### src/rtl/fft_pkg.sv
// Shared types and helpers for the FFT result read-out path.
// Bit reversal is used only when FFT_RD_BITREV_EN is defined.
package fft_pkg;

  localparam int CPLX_W = 16;

  typedef enum logic [1:0] {
    IDLE,
    READ,
    DRAIN
  } rdr_state_t;

  typedef struct packed {
    logic [CPLX_W-1:0] re;
    logic [CPLX_W-1:0] im;
  } cplx_t;

  // Reverses the low w bits of v; bits at and above w come back as zero.
  function automatic logic [15:0] bitrev(
    input logic [15:0] v,
    input int unsigned w
  );
    logic [15:0] r;
    r = '0;
    for (int i = 0; i < 16; i++) begin
      if (i < int'(w)) r[i] = v[int'(w) - 1 - i];
    end
    return r;
  endfunction

endpackage

### src/rtl/fft_rd_skid.sv
// Two-entry FIFO that buffers returned RAM words with their bin index.
// The head entry holds still until it is popped.
module fft_rd_skid #(
  parameter int W = 8
) (
  input  logic         clk,
  input  logic         rst,
  input  logic         push,
  input  logic [W-1:0] din,
  input  logic         pop,
  output logic [W-1:0] dout,
  output logic         full,
  output logic         empty,
  output logic [1:0]   count
);

  logic [W-1:0] mem_q [2];
  logic         wp_q;
  logic         rp_q;
  logic [1:0]   cnt_q;

  always_ff @(posedge clk) begin
    if (rst) begin
      wp_q  <= 1'b0;
      rp_q  <= 1'b0;
      cnt_q <= 2'd0;
    end else begin
      if (push) wp_q <= ~wp_q;
      if (pop)  rp_q <= ~rp_q;
      cnt_q <= cnt_q + 2'(push) - 2'(pop);
    end
  end

  always_ff @(posedge clk) begin
    if (push) mem_q[wp_q] <= din;
  end

  assign dout  = mem_q[rp_q];
  assign count = cnt_q;
  assign full  = (cnt_q == 2'd2);
  assign empty = (cnt_q == 2'd0);

endmodule

### src/rtl/fft_result_reader.sv
// Reads the final-stage RAM bank after finish and streams bins in order.
// Define FFT_RD_BITREV_EN to read the RAM in bit-reversed address order.
module fft_result_reader
  import fft_pkg::*;
#(
  parameter int N_SAMPLES = 8,
  parameter int DATA_SIZE = 16,
  parameter int ADDR_W    = $clog2(N_SAMPLES)
) (
  input  logic                   clk,
  input  logic                   rst,
  input  logic                   finish,
  input  logic                   bank_sel,
  output logic                   rd_en,
  output logic                   rd_bank,
  output logic [ADDR_W-1:0]      rd_addr,
  input  logic [2*DATA_SIZE-1:0] rd_data,
  output logic                   out_valid,
  input  logic                   out_ready,
  output logic [2*DATA_SIZE-1:0] out_data,
  output logic [ADDR_W-1:0]      out_index,
  output logic                   out_last,
  output logic                   busy,
  output logic                   done,
  output logic                   overrun
);

  localparam int DW = 2 * DATA_SIZE;
  localparam logic [ADDR_W-1:0] LAST = ADDR_W'(N_SAMPLES - 1);

  rdr_state_t state_q, state_d;

  logic [ADDR_W-1:0]    rc_q;
  logic [ADDR_W-1:0]    ec_q;
  logic [ADDR_W-1:0]    fl_idx_q;
  logic                 fl_q;
  logic                 bank_q;
  logic                 done_q;
  logic                 pop;
  logic                 empty;
  logic                 skid_full_unused;
  logic [1:0]           count;
  logic [2:0]           occ;
  logic [DW+ADDR_W-1:0] head;

  assign pop = out_valid & out_ready;
  assign occ = {1'b0, count} + {2'b0, fl_q};

  always_ff @(posedge clk) begin
    if (rst) state_q <= IDLE;
    else     state_q <= state_d;
  end

  always_comb begin
    state_d = state_q;
    unique case (state_q)
      IDLE:    if (finish) state_d = READ;
      READ:    if (rd_en && rc_q == LAST) state_d = DRAIN;
      DRAIN:   if (pop && ec_q == LAST) state_d = IDLE;
      default: state_d = IDLE;
    endcase
  end

  // A pop this cycle frees a slot, so reads resume on the popping cycle.
  always_comb begin
    busy    = 1'b0;
    rd_en   = 1'b0;
    overrun = 1'b0;
    if (state_q != IDLE) busy = 1'b1;
    if (state_q == READ && occ < 3'd2 + {2'b0, pop}) rd_en = 1'b1;
    if (finish && busy) overrun = 1'b1;
  end

  always_ff @(posedge clk) begin
    if (rst) begin
      rc_q     <= '0;
      ec_q     <= '0;
      fl_q     <= 1'b0;
      fl_idx_q <= '0;
      bank_q   <= 1'b0;
      done_q   <= 1'b0;
    end else begin
      fl_q     <= rd_en;
      fl_idx_q <= rc_q;
      done_q   <= pop && ec_q == LAST && state_q == DRAIN;
      if (state_q == IDLE && finish) begin
        bank_q <= bank_sel;
        rc_q   <= '0;
        ec_q   <= '0;
      end else begin
        if (rd_en) rc_q <= rc_q + 1'b1;
        if (pop)   ec_q <= ec_q + 1'b1;
      end
    end
  end

  fft_rd_skid #(
    .W(DW + ADDR_W)
  ) u_skid (
    .clk   (clk),
    .rst   (rst),
    .push  (fl_q),
    .din   ({rd_data, fl_idx_q}),
    .pop   (pop),
    .dout  (head),
    .full  (skid_full_unused),
    .empty (empty),
    .count (count)
  );

`ifdef FFT_RD_BITREV_EN
  assign rd_addr = ADDR_W'(bitrev(16'(rc_q), ADDR_W));
`else
  assign rd_addr = rc_q;
`endif

  assign rd_bank   = bank_q;
  assign done      = done_q;
  assign out_valid = ~empty;
  assign out_data  = empty ? '0 : head[DW+ADDR_W-1:ADDR_W];
  assign out_index = empty ? '0 : head[ADDR_W-1:0];
  assign out_last  = out_valid && out_index == LAST;

endmodule
### config.mk
export PLATFORM = sky130hd
export DESIGN_NAME = fft_result_reader
export DESIGN_NICKNAME = d
export VERILOG_FILES = /design/src/rtl/fft_pkg.sv /design/src/rtl/fft_rd_skid.sv /design/src/rtl/fft_result_reader.sv
export SDC_FILE = /design/constraint.sdc
export NUM_CORES = 1
export LEC_CHECK = 0
export ABC_AREA = 1
export CORE_ASPECT_RATIO = 0.9
export CORE_MARGIN = 8
export CORE_UTILIZATION = 44
export CTS_BUF_LIST = sky130_fd_sc_hd__clkbuf_16
export DETAILED_ROUTE_END_ITERATION = 7
export PLACE_DENSITY = 0.76
export SYNTH_ARGS = -nofsm -noshare
export SYNTH_HDL_FRONTEND = slang
export SYNTH_SLANG_ARGS = --single-unit
### constraint.sdc
create_clock -name clk -period 2.4 [get_ports clk]
set_input_delay 0.48 -clock clk [delete_from_list [all_inputs] [get_ports clk]]
set_output_delay 0.48 -clock clk [all_outputs]
set_load 0.01 [all_outputs]
; Yosys cells after proc, flatten, opt, wreduce, memory -nomap -nowiden
; Memories as Yosys holds them, arrays and structs flattened. A register that Yosys moved wholly into a read port is not among the register bits.
; Index checks and enable logic that the tools add are counted.
[word_totals]
register_bits = 18
ram_bits = 70
inputBits = 37
output_inout_bits = 45
word_cells = 55
n_memories = 1
[classes]
n_addsub = 6
order_cmp = 1
eq_ne = 8
muxes = 13
bitwise_logic = 4
n_reduce_logical = 12
[mem_list]
columns = memory, depth, width, read_ports, rd_clocked_by_memory_dff, wr, line_no
row1 = u_skid.mem_q, 2, 35, 1, 1, 1, fft_rd_skid.sv:17  ; logic [W-1:0] mem_q [2];
[ops]
columns = cell, count
row1 = $mux 32, 1
row2 = $eq 3x3->1 const B, 3
row3 = $logic_and 1x1->1, 7
row4 = $mux 1, 7
row5 = $add 3x1->3 const B, 2
row6 = $mux 2, 3
row7 = $ne 2x2->1 const B, 3
row8 = $pmux 2 s3, 1
row9 = $logic_not 2->1, 2
row10 = $add 2x1->3, 1
row11 = $add 2x1->3 const A, 1
row12 = $lt 3x3->1, 1
row13 = $mux 3, 1
row14 = $not 1->1, 3
row15 = $reduce_and 3->1, 1
row16 = $add 2x1->2, 1
row17 = $eq 2x1->1 const B, 1
row18 = $eq 2x2->1 const B, 1
row19 = $reduce_bool 2->1, 1
row20 = $reduce_or 2->1, 1
row21 = $sub 2x1->2, 1
row22 = $and 1x1->1, 1

; Longest topological paths before layout
; Gate-level depths: netlist of the first run.
[depth]
word_depth = 10
mapped_depth = 10
mapped_depth_nobuf = 10

; By module
; A second synthesis of the first run with hierarchy kept.
[unflattened]
cells_unflattened = 290
hier_area_um2 = 3836.2
[by_module_without_submodules]
columns = mod, n_inst, cells_per_inst, area_each_um2, seq_area_each_um2
row1 = fft_rd_skid, 1, 139, 2900.3, 2202.1
row2 = fft_result_reader, 1, 151, 935.9, 280.3

; Worst setup path before layout of the first run
; OpenSTA, ideal clock, no wires.
[synth_path]
path_type = reg-to-reg
startpoint = register fl_q
endpoint = memory u_skid.mem_q[0][0] (netlist bit) (enable)
setup_time_ns = 0.428
arrival_time_ns = 1.905
required_ns = 1.972
path_slack_ns = 0.067
stages_incl_launch_ff = 3
path_buffers = 0
period_less_slack_ns = 2.333
cell_sequence = dfxtp_1 -> inv_1 -> nor2_1
[synth_between]
elab_chain_len = 2
[synth_lines]
columns = element, line_no
row1 = start: declaration, fft_result_reader.sv:36  ; logic fl_q;
row2 = start signal: assignment, fft_result_reader.sv:83  ; fl_q <= rd_en;
row3 = $mux 1, fft_rd_skid.sv:35  ; if (push) mem_q[wp_q] <= din;
row4 = $mux 1 (not written as such), fft_rd_skid.sv:35
row5 = end: declaration, fft_rd_skid.sv:17
; No other way between the ends.

; Worst setup path after layout of the first run
[layout_path]
startpoint = register u_skid.cnt_q[0], in the netlist u_skid.count[0]
endpoint = output port out_index[2]
[layout_between]
elab_chain_len = 2
[layout_lines]
columns = element, line_no
row1 = start: declaration, fft_rd_skid.sv:20  ; logic [1:0] cnt_q;
row2 = start signal: assignment, fft_rd_skid.sv:30  ; cnt_q <= cnt_q + 2'(push) - 2'(pop);
row3 = $logic_not 2->1, fft_rd_skid.sv:41  ; assign empty = (cnt_q == 2'd0);
row4 = $mux 3, fft_result_reader.sv:121  ; assign out_index = empty ? '0 : head[ADDR_W-1:0];
row5 = end: declaration, fft_result_reader.sv:21  ; output logic [ADDR_W-1:0] out_index,
; No other way between the ends.

==> results of run 1 <==
report_power, final:
group / internal [mW] / switching, mW
Clock: 0.913 / 0.544
Combinational: 0.787 / 0.840
Sequential: 1.77 / 0.0673
what timing repair did:
| action | 4_1_cts | 5_1_grt |
|---|---|---|
| endpoints found under the setup margin | 32 | 11 |
| pin swaps | 0 | 0 |
| buffers inserted | 0 | 0 |
| gates resized for setup | 8 | 5 |
area by class of cell:
type                            instances  area, sq um  area share
Timing Repair Buffer                   89          907       0.190
Multi-Input combinational cell        172          845       0.177
Clock buffer                            9          225      0.0473
Tap cell                               96          120      0.0252
Inverter                               23         87.6      0.0184
Clock inverter                          7         93.8      0.0197
Sequential cell                        89         2480       0.522
worst max-delay path, delay by kind of cell, from the launching register on:
family,cells,cell delay (ns)
buffers and inverters,2,0.61
and+or+nand+nor,2,0.51
DFF,1,0.40
layer usage:
layer	vias to the layer above	GRT usage
li1	1179	-
met1	1101	0.160
met2	62	0.203
met3	12	0.0372
met4	0	0.0581
met5	-	0
sequential cells by signal, indices dropped and copies added (netlist names), named ones only:
register,count
u_skid.mem_q,70
ec_q,3
fl_idx_q,3
rd_addr,3
state_q,2
u_skid.count,2
done,1
fl_q,1
rd_bank,1
u_skid.rp_q,1
u_skid.wp_q,1
worst paths after layout:
kind	start	to	slack, ns	cells after the start
max	u_skid.count[0]$_SDFF_PP0_	out_index[2]	0.06	4
min	fl_idx_q[0]$_SDFF_PP0_	u_skid.mem_q[0][0]$_DFFE_PP_	0.43	0
max reg2reg	u_skid.count[0]$_SDFF_PP0_	u_skid.count[1]$_SDFF_PP0_	0.67	10
min reg2reg	fl_idx_q[0]$_SDFF_PP0_	u_skid.mem_q[0][0]$_DFFE_PP_	0.43	0
synthesized netlist by cell type, types with 2 or more instances:
master / n
a21oi_1: 41
buf_2: 6
clkbuf_1: 4
dfxtp_1: 19
edfxtp_1: 70
ha_1: 8
inv_1: 20
inv_2: 2
nand2_1: 80
nand2_2: 4
nand3_1: 4
nor2_1: 22
o21ai_1: 2
metrics by stage:
stage | worst slack, ns | instance area [sq um] | utilization | power [mW]
3_3_place_gp | 0.113 | 4410 | 0.582 | 3.45
5_1_grt | 0.00552 | 4760 | 0.628 | 5.17
2_1_floorplan | 0.0670 | 3460 | - | 2.65
3_5_place_dp | 0.107 | 4410 | 0.582 | 3.48
4_1_cts | 0.0182 | 4740 | 0.626 | 4.96
6_report | 0.0605 | 4760 | 0.628 | 4.92
cell families (layout without fill, tap and decap cells):
logic type	Yosys count	in the layout
adders and majority gates	8	8
xor gates and xnor gates	1	1
buffers and inverters	34	128
and+or+nand+nor	120	120
AOI/OAI and AO/OA	43	43
DFF	89	89
==> impl_metrics.env, run 1 <==
export IMPL_dieArea_sq_um=10900
export IMPL_stdcell_count=485
export IMPL_diodes=0
export IMPL_fin_setup_tns_ns=0
export IMPL_yosys_area_share_simple=0.146
export IMPL_start_util=0.456
export IMPL_placed_cells=469
export IMPL_layout_common_cells="nand2_1, clkdlybuf4s50_1, edfxtp_1"
export IMPL_layout_drive_gt1_share=0.100
export IMPL_hp_class="flip-flop to flip-flop"
export IMPL_status="completed"
export IMPL_max_slew_margin=0.600
export IMPL_wl_met1_mm=3.07
export IMPL_rsz0062_at_grt="no"
export IMPL_synth_compound_gate_area_share=0.0623
export IMPL_min_period_ns=2.34
export IMPL_hold_violations=0
export IMPL_viasPerCell=4.85
export IMPL_cp_data_arrival_time_ns=1.86
export IMPL_yosys_most_used_dff="edfxtp_1"
export IMPL_wl_per_cell_microns=14.3
export IMPL_htree_levels=3
export IMPL_synth_largest_area_cell="edfxtp_1"
export IMPL_synthCells=295
export IMPL_io_buffers=81
export IMPL_cts_path_max_buffers=2
export IMPL_gr_usage_all_layers=0.129
export IMPL_ir_worst_vdd_mv=0.448
export IMPL_detail_route_antenna_nets=0
export IMPL_crit_type="flip-flop to output port"
export IMPL_vias=2354
export IMPL_clock_root_buffer="clkbuf_16"
export IMPL_top_layer="met4"
export IMPL_grt_max_degree=31
export IMPL_maxCapViolCount=0
export IMPL_leakagePower_nw=1.81
export IMPL_clk_latency_ns=0.33
export IMPL_clk_pin_slew_ns=0.06
export IMPL_rows=30
export IMPL_core_area_sq_um=7580
export IMPL_slowest_stage="clkdlybuf4s50_1"
export IMPL_wirelength_mm=6.95
export IMPL_yosysSeqAreaShare=0.718
export IMPL_yosys_register_bits=89
export IMPL_layout_nets=429
export IMPL_critPathCaptureType="output port"
export IMPL_crit_fanout=7
export IMPL_syn_avg_cell_area_sq_um=11.7
export IMPL_synthArstFlopShare=0
export IMPL_max_stage_delay_ns=0.54
export IMPL_start_kind="flip-flop"
export IMPL_drv_slew=0
export IMPL_hpwlAfterDp_mm=4.87
export IMPL_antenna_found_initial=0
export IMPL_fillerInstances=582
export IMPL_syn_to_final_growth_pct=37.8
export IMPL_final_common_cell="nand2_1"
export IMPL_fin_crit_sh=0.975
export IMPL_synth_area_sq_um=3460
export IMPL_globalRouteOverflowTotal=0
export IMPL_wl_met3_microns=516
export IMPL_final_setup_skew_ns=0.00279
export IMPL_holdWs_ns=0.428
export IMPL_clock_fmax_mhz=427
export IMPL_clkSinkCount=89
export IMPL_crit_required_ns=1.92
export IMPL_dieHeight_microns=100
export IMPL_postCtsHoldBufs=0
export IMPL_gp_congestion=0.738
export IMPL_drt_initial_drc_count=115
export IMPL_io_pins=82
export IMPL_synth_top_area_share=0.608
export IMPL_drc=0
export IMPL_grt_pass1_vias=2312
export IMPL_crit_chain="nor2_4, or3_1, inv_1, clkdlybuf4s50_1"
export IMPL_setup_viol=0
export IMPL_cts_tree="done"
export IMPL_dieWidth_microns=109
export IMPL_first_pass_iters=4
export IMPL_synth_edf_count=70
export IMPL_yosys_warnings=0
export IMPL_grt_pass1_wl_mm=11.0
export IMPL_numCtsBuffers=9
export IMPL_synth_xor_xnor_area_share=0.00253
export IMPL_synthAdderAreaFrac=0.0290
export IMPL_synth_top_family_by_area="simple AND/OR/NAND/NOR gates"
export IMPL_synth_top_cells_by_area="edfxtp_1, dfxtp_1, nand2_1, a21oi_1, ha_1"
export IMPL_syn_nets=340
export IMPL_wl_met2_mm=3.24
export IMPL_yosysUniqueCellTypes=26
export IMPL_muxShareOfSynthArea=0
export IMPL_power_density_nw_per_um2=1030
export IMPL_tightest_slew_ns=0.598
Note: power is estimated with default switching activity, not from simulation.
==> inputs of run 2 (changes only) <==
- CORE_MARGIN: 8 -> 2
- SLEW_MARGIN: default -> 40
==> run 2 against run 1 <==
Fmax rose by 0.71%. Via count rose by 0.13%. Clock skew up 0.0027 ns. Wire length decreased by 1.7%. Critical path depth unchanged. Combinational power about the same.
==> impl_metrics.env, run 2 (same netlist as run 1, synthesis figures left out) <==
export IMPL_numCtsBuffers=9
export IMPL_wirelength_mm=6.83
export IMPL_r2r_end="u_skid.count[1]$_SDFF_PP0_"
export IMPL_hp_class="flip-flop to flip-flop"
export IMPL_syn_to_final_growth_pct=36.8
export IMPL_clock_root_buffer="clkbuf_16"
export IMPL_viasPerCell=4.87
export IMPL_crit_type="flip-flop to output port"
export IMPL_p_total_mw=4.82
export IMPL_crit_fanout=6
export IMPL_grt_busiest_layer="met2"
export IMPL_crit_chain="nor2_4, or3_1, inv_1, clkdlybuf4s50_1"
export IMPL_holdWs_ns=0.437
export IMPL_cp_data_arrival_time_ns=1.84
export IMPL_utilization=0.624
export IMPL_sequentialPowerShare=0.381
export IMPL_dieArea_sq_um=8580
export IMPL_crit_required_ns=1.92
export IMPL_postLayoutCellArea_sq_um=4730
export IMPL_max_stage_delay_ns=0.53
export IMPL_stdcell_count=484
export IMPL_slowest_stage="clkdlybuf4s50_1"
export IMPL_core_area_sq_um=7580
export IMPL_dp_slack_ns=0.0638
export IMPL_hpwlAfterDp_mm=4.56
export IMPL_antenna_found_initial=0
export IMPL_grt_use_met3=0.0591
export IMPL_io_buffers=81
export IMPL_use_met2=0.301
export IMPL_placed_cells=469
export IMPL_fin_ws_ns=0.0770
export IMPL_ir_worst_vdd_mv=0.513
export IMPL_postCtsHoldBufs=0
export IMPL_min_from="fl_idx_q[2]$_SDFF_PP0_"
export IMPL_max_slew_margin=0.685
export IMPL_place_area_sq_um=4410
export IMPL_power_density_nw_per_um2=1020
export IMPL_drt_initial_drc_count=86
export IMPL_dieWidth_microns=97.4
export IMPL_final_setup_skew_ns=0.00553
export IMPL_maxCapViolCount=0
export IMPL_wl_per_cell_microns=14.1
export IMPL_status="completed"
export IMPL_final_common_cell="nand2_1"
export IMPL_cts_setup_buffers=0
export IMPL_globalRouteOverflowTotal=0
export IMPL_clock_fmax_mhz=430
export IMPL_swShare=0.303
export IMPL_rows=30
export IMPL_leakagePower_nw=1.76
export IMPL_grt_pass1_vias=2476
export IMPL_intPower_mw=3.36
export IMPL_critPathCaptureType="output port"
export IMPL_clk_pin_slew_ns=0.06
export IMPL_cts_path_max_buffers=2
export IMPL_min_to="u_skid.mem_q[1][2]$_DFFE_PP_"
export IMPL_r2r_cells=10
export IMPL_grtUsageMet1=0.198
export IMPL_start_util=0.456
export IMPL_detail_route_antenna_nets=0
export IMPL_gr_usage_all_layers=0.169
export IMPL_dieHeight_microns=88.1
export IMPL_largest_register_ffs=70
export IMPL_layout_common_cells="nand2_1, clkdlybuf4s50_1, edfxtp_1"
export IMPL_grt_pass1_wl_mm=11.4
export IMPL_setup_viol=0
export IMPL_clockPowerShare=0.280
export IMPL_vias=2357
export IMPL_drc=0
export IMPL_fin_setup_tns_ns=0
export IMPL_regMostFlops="u_skid.mem_q"
export IMPL_reg2reg_slack_ns=0.62
export IMPL_first_pass_iters=4
export IMPL_grt_max_degree=36
export IMPL_min_period_ns=2.32
export IMPL_layout_nets=429
export IMPL_gp_congestion=0.739
export IMPL_layout_drive_gt1_share=0.101
export IMPL_drv_slew=0
export IMPL_hold_depth=0
export IMPL_diodes=0
export IMPL_p_switching_mw=1.46
export IMPL_start_kind="flip-flop"
export IMPL_hold_violations=0
export IMPL_tightest_slew_ns=0.473
export IMPL_cts_tree="done"
export IMPL_clkSinkCount=89
export IMPL_combPwrFrac=0.338
export IMPL_io_pins=82
export IMPL_fin_crit_sh=0.968
export IMPL_clk_latency_ns=0.33
export IMPL_htree_levels=3
export IMPL_reg2reg_from="u_skid.count[0]$_SDFF_PP0_"
## run 2: power by group through the flow
stage / sequential (mW) / combinational [mW] / clock, mW
after floorplan: 1.85 / 0.806 / 0
after global placement: 1.86 / 1.59 / 0
after detailed placement: 1.86 / 1.61 / 0
after CTS: 1.83 / 1.64 / 1.39
after global routing: 1.85 / 1.78 / 1.45
final: 1.84 / 1.63 / 1.35
## run 2: cell type report
type                       count  area [sq um]
fill                         605          2850
inverter                      23          87.6
timing repair buffer          89           896
sequential                    89          2480
clock buffer                   9           225
multi-input combinational    172           845
tap                           96           120
clock inverter                 6          70.1
## run 2: timing repair
item | in CTS | in global routing
resized for setup | 6 | 4
endpoints found under the hold margin | 0 | 0
endpoints found under the setup margin | 29 | 24
pin swaps | 1 | 0
## run 2: worst max path at each step
| stage | start | end |
|---|---|---|
| finish | u_skid.count[0]$_SDFF_PP0_ | out_index[2] |
| global route | u_skid.count[0]$_SDFF_PP0_ | out_index[2] |
| CTS | flip-flop | out_data[27] |
| detailed placement | out_ready | rd_en |
| global placement | out_ready | rd_en |
| floorplan | fl_q$_SDFF_PP0_ | u_skid.mem_q[0][0]$_DFFE_PP_ |
## run 2: routing by layer
layer	routed length [microns]	up-vias	share of wire
met4	48	0	0.0070
met3	368	5	0.054
li1	-	1168	-
met2	3510	61	0.51
met5	0	-	0
met1	2900	1123	0.42
## run 2: worst max-delay path: cells and delay by family, from the launching register on
| kind | cells | cell delay, ns |
|---|---|---|
| flip-flops | 1 | 0.41 |
| buffers and inverters | 2 | 0.61 |
| AND/OR/NAND/NOR | 2 | 0.50 |
==> inputs of run 3 (changes only) <==
- CAP_MARGIN: default -> 20
==> results of run 3 <==
Same layout as run 2: the final DEF is identical, and so are final timing and power.
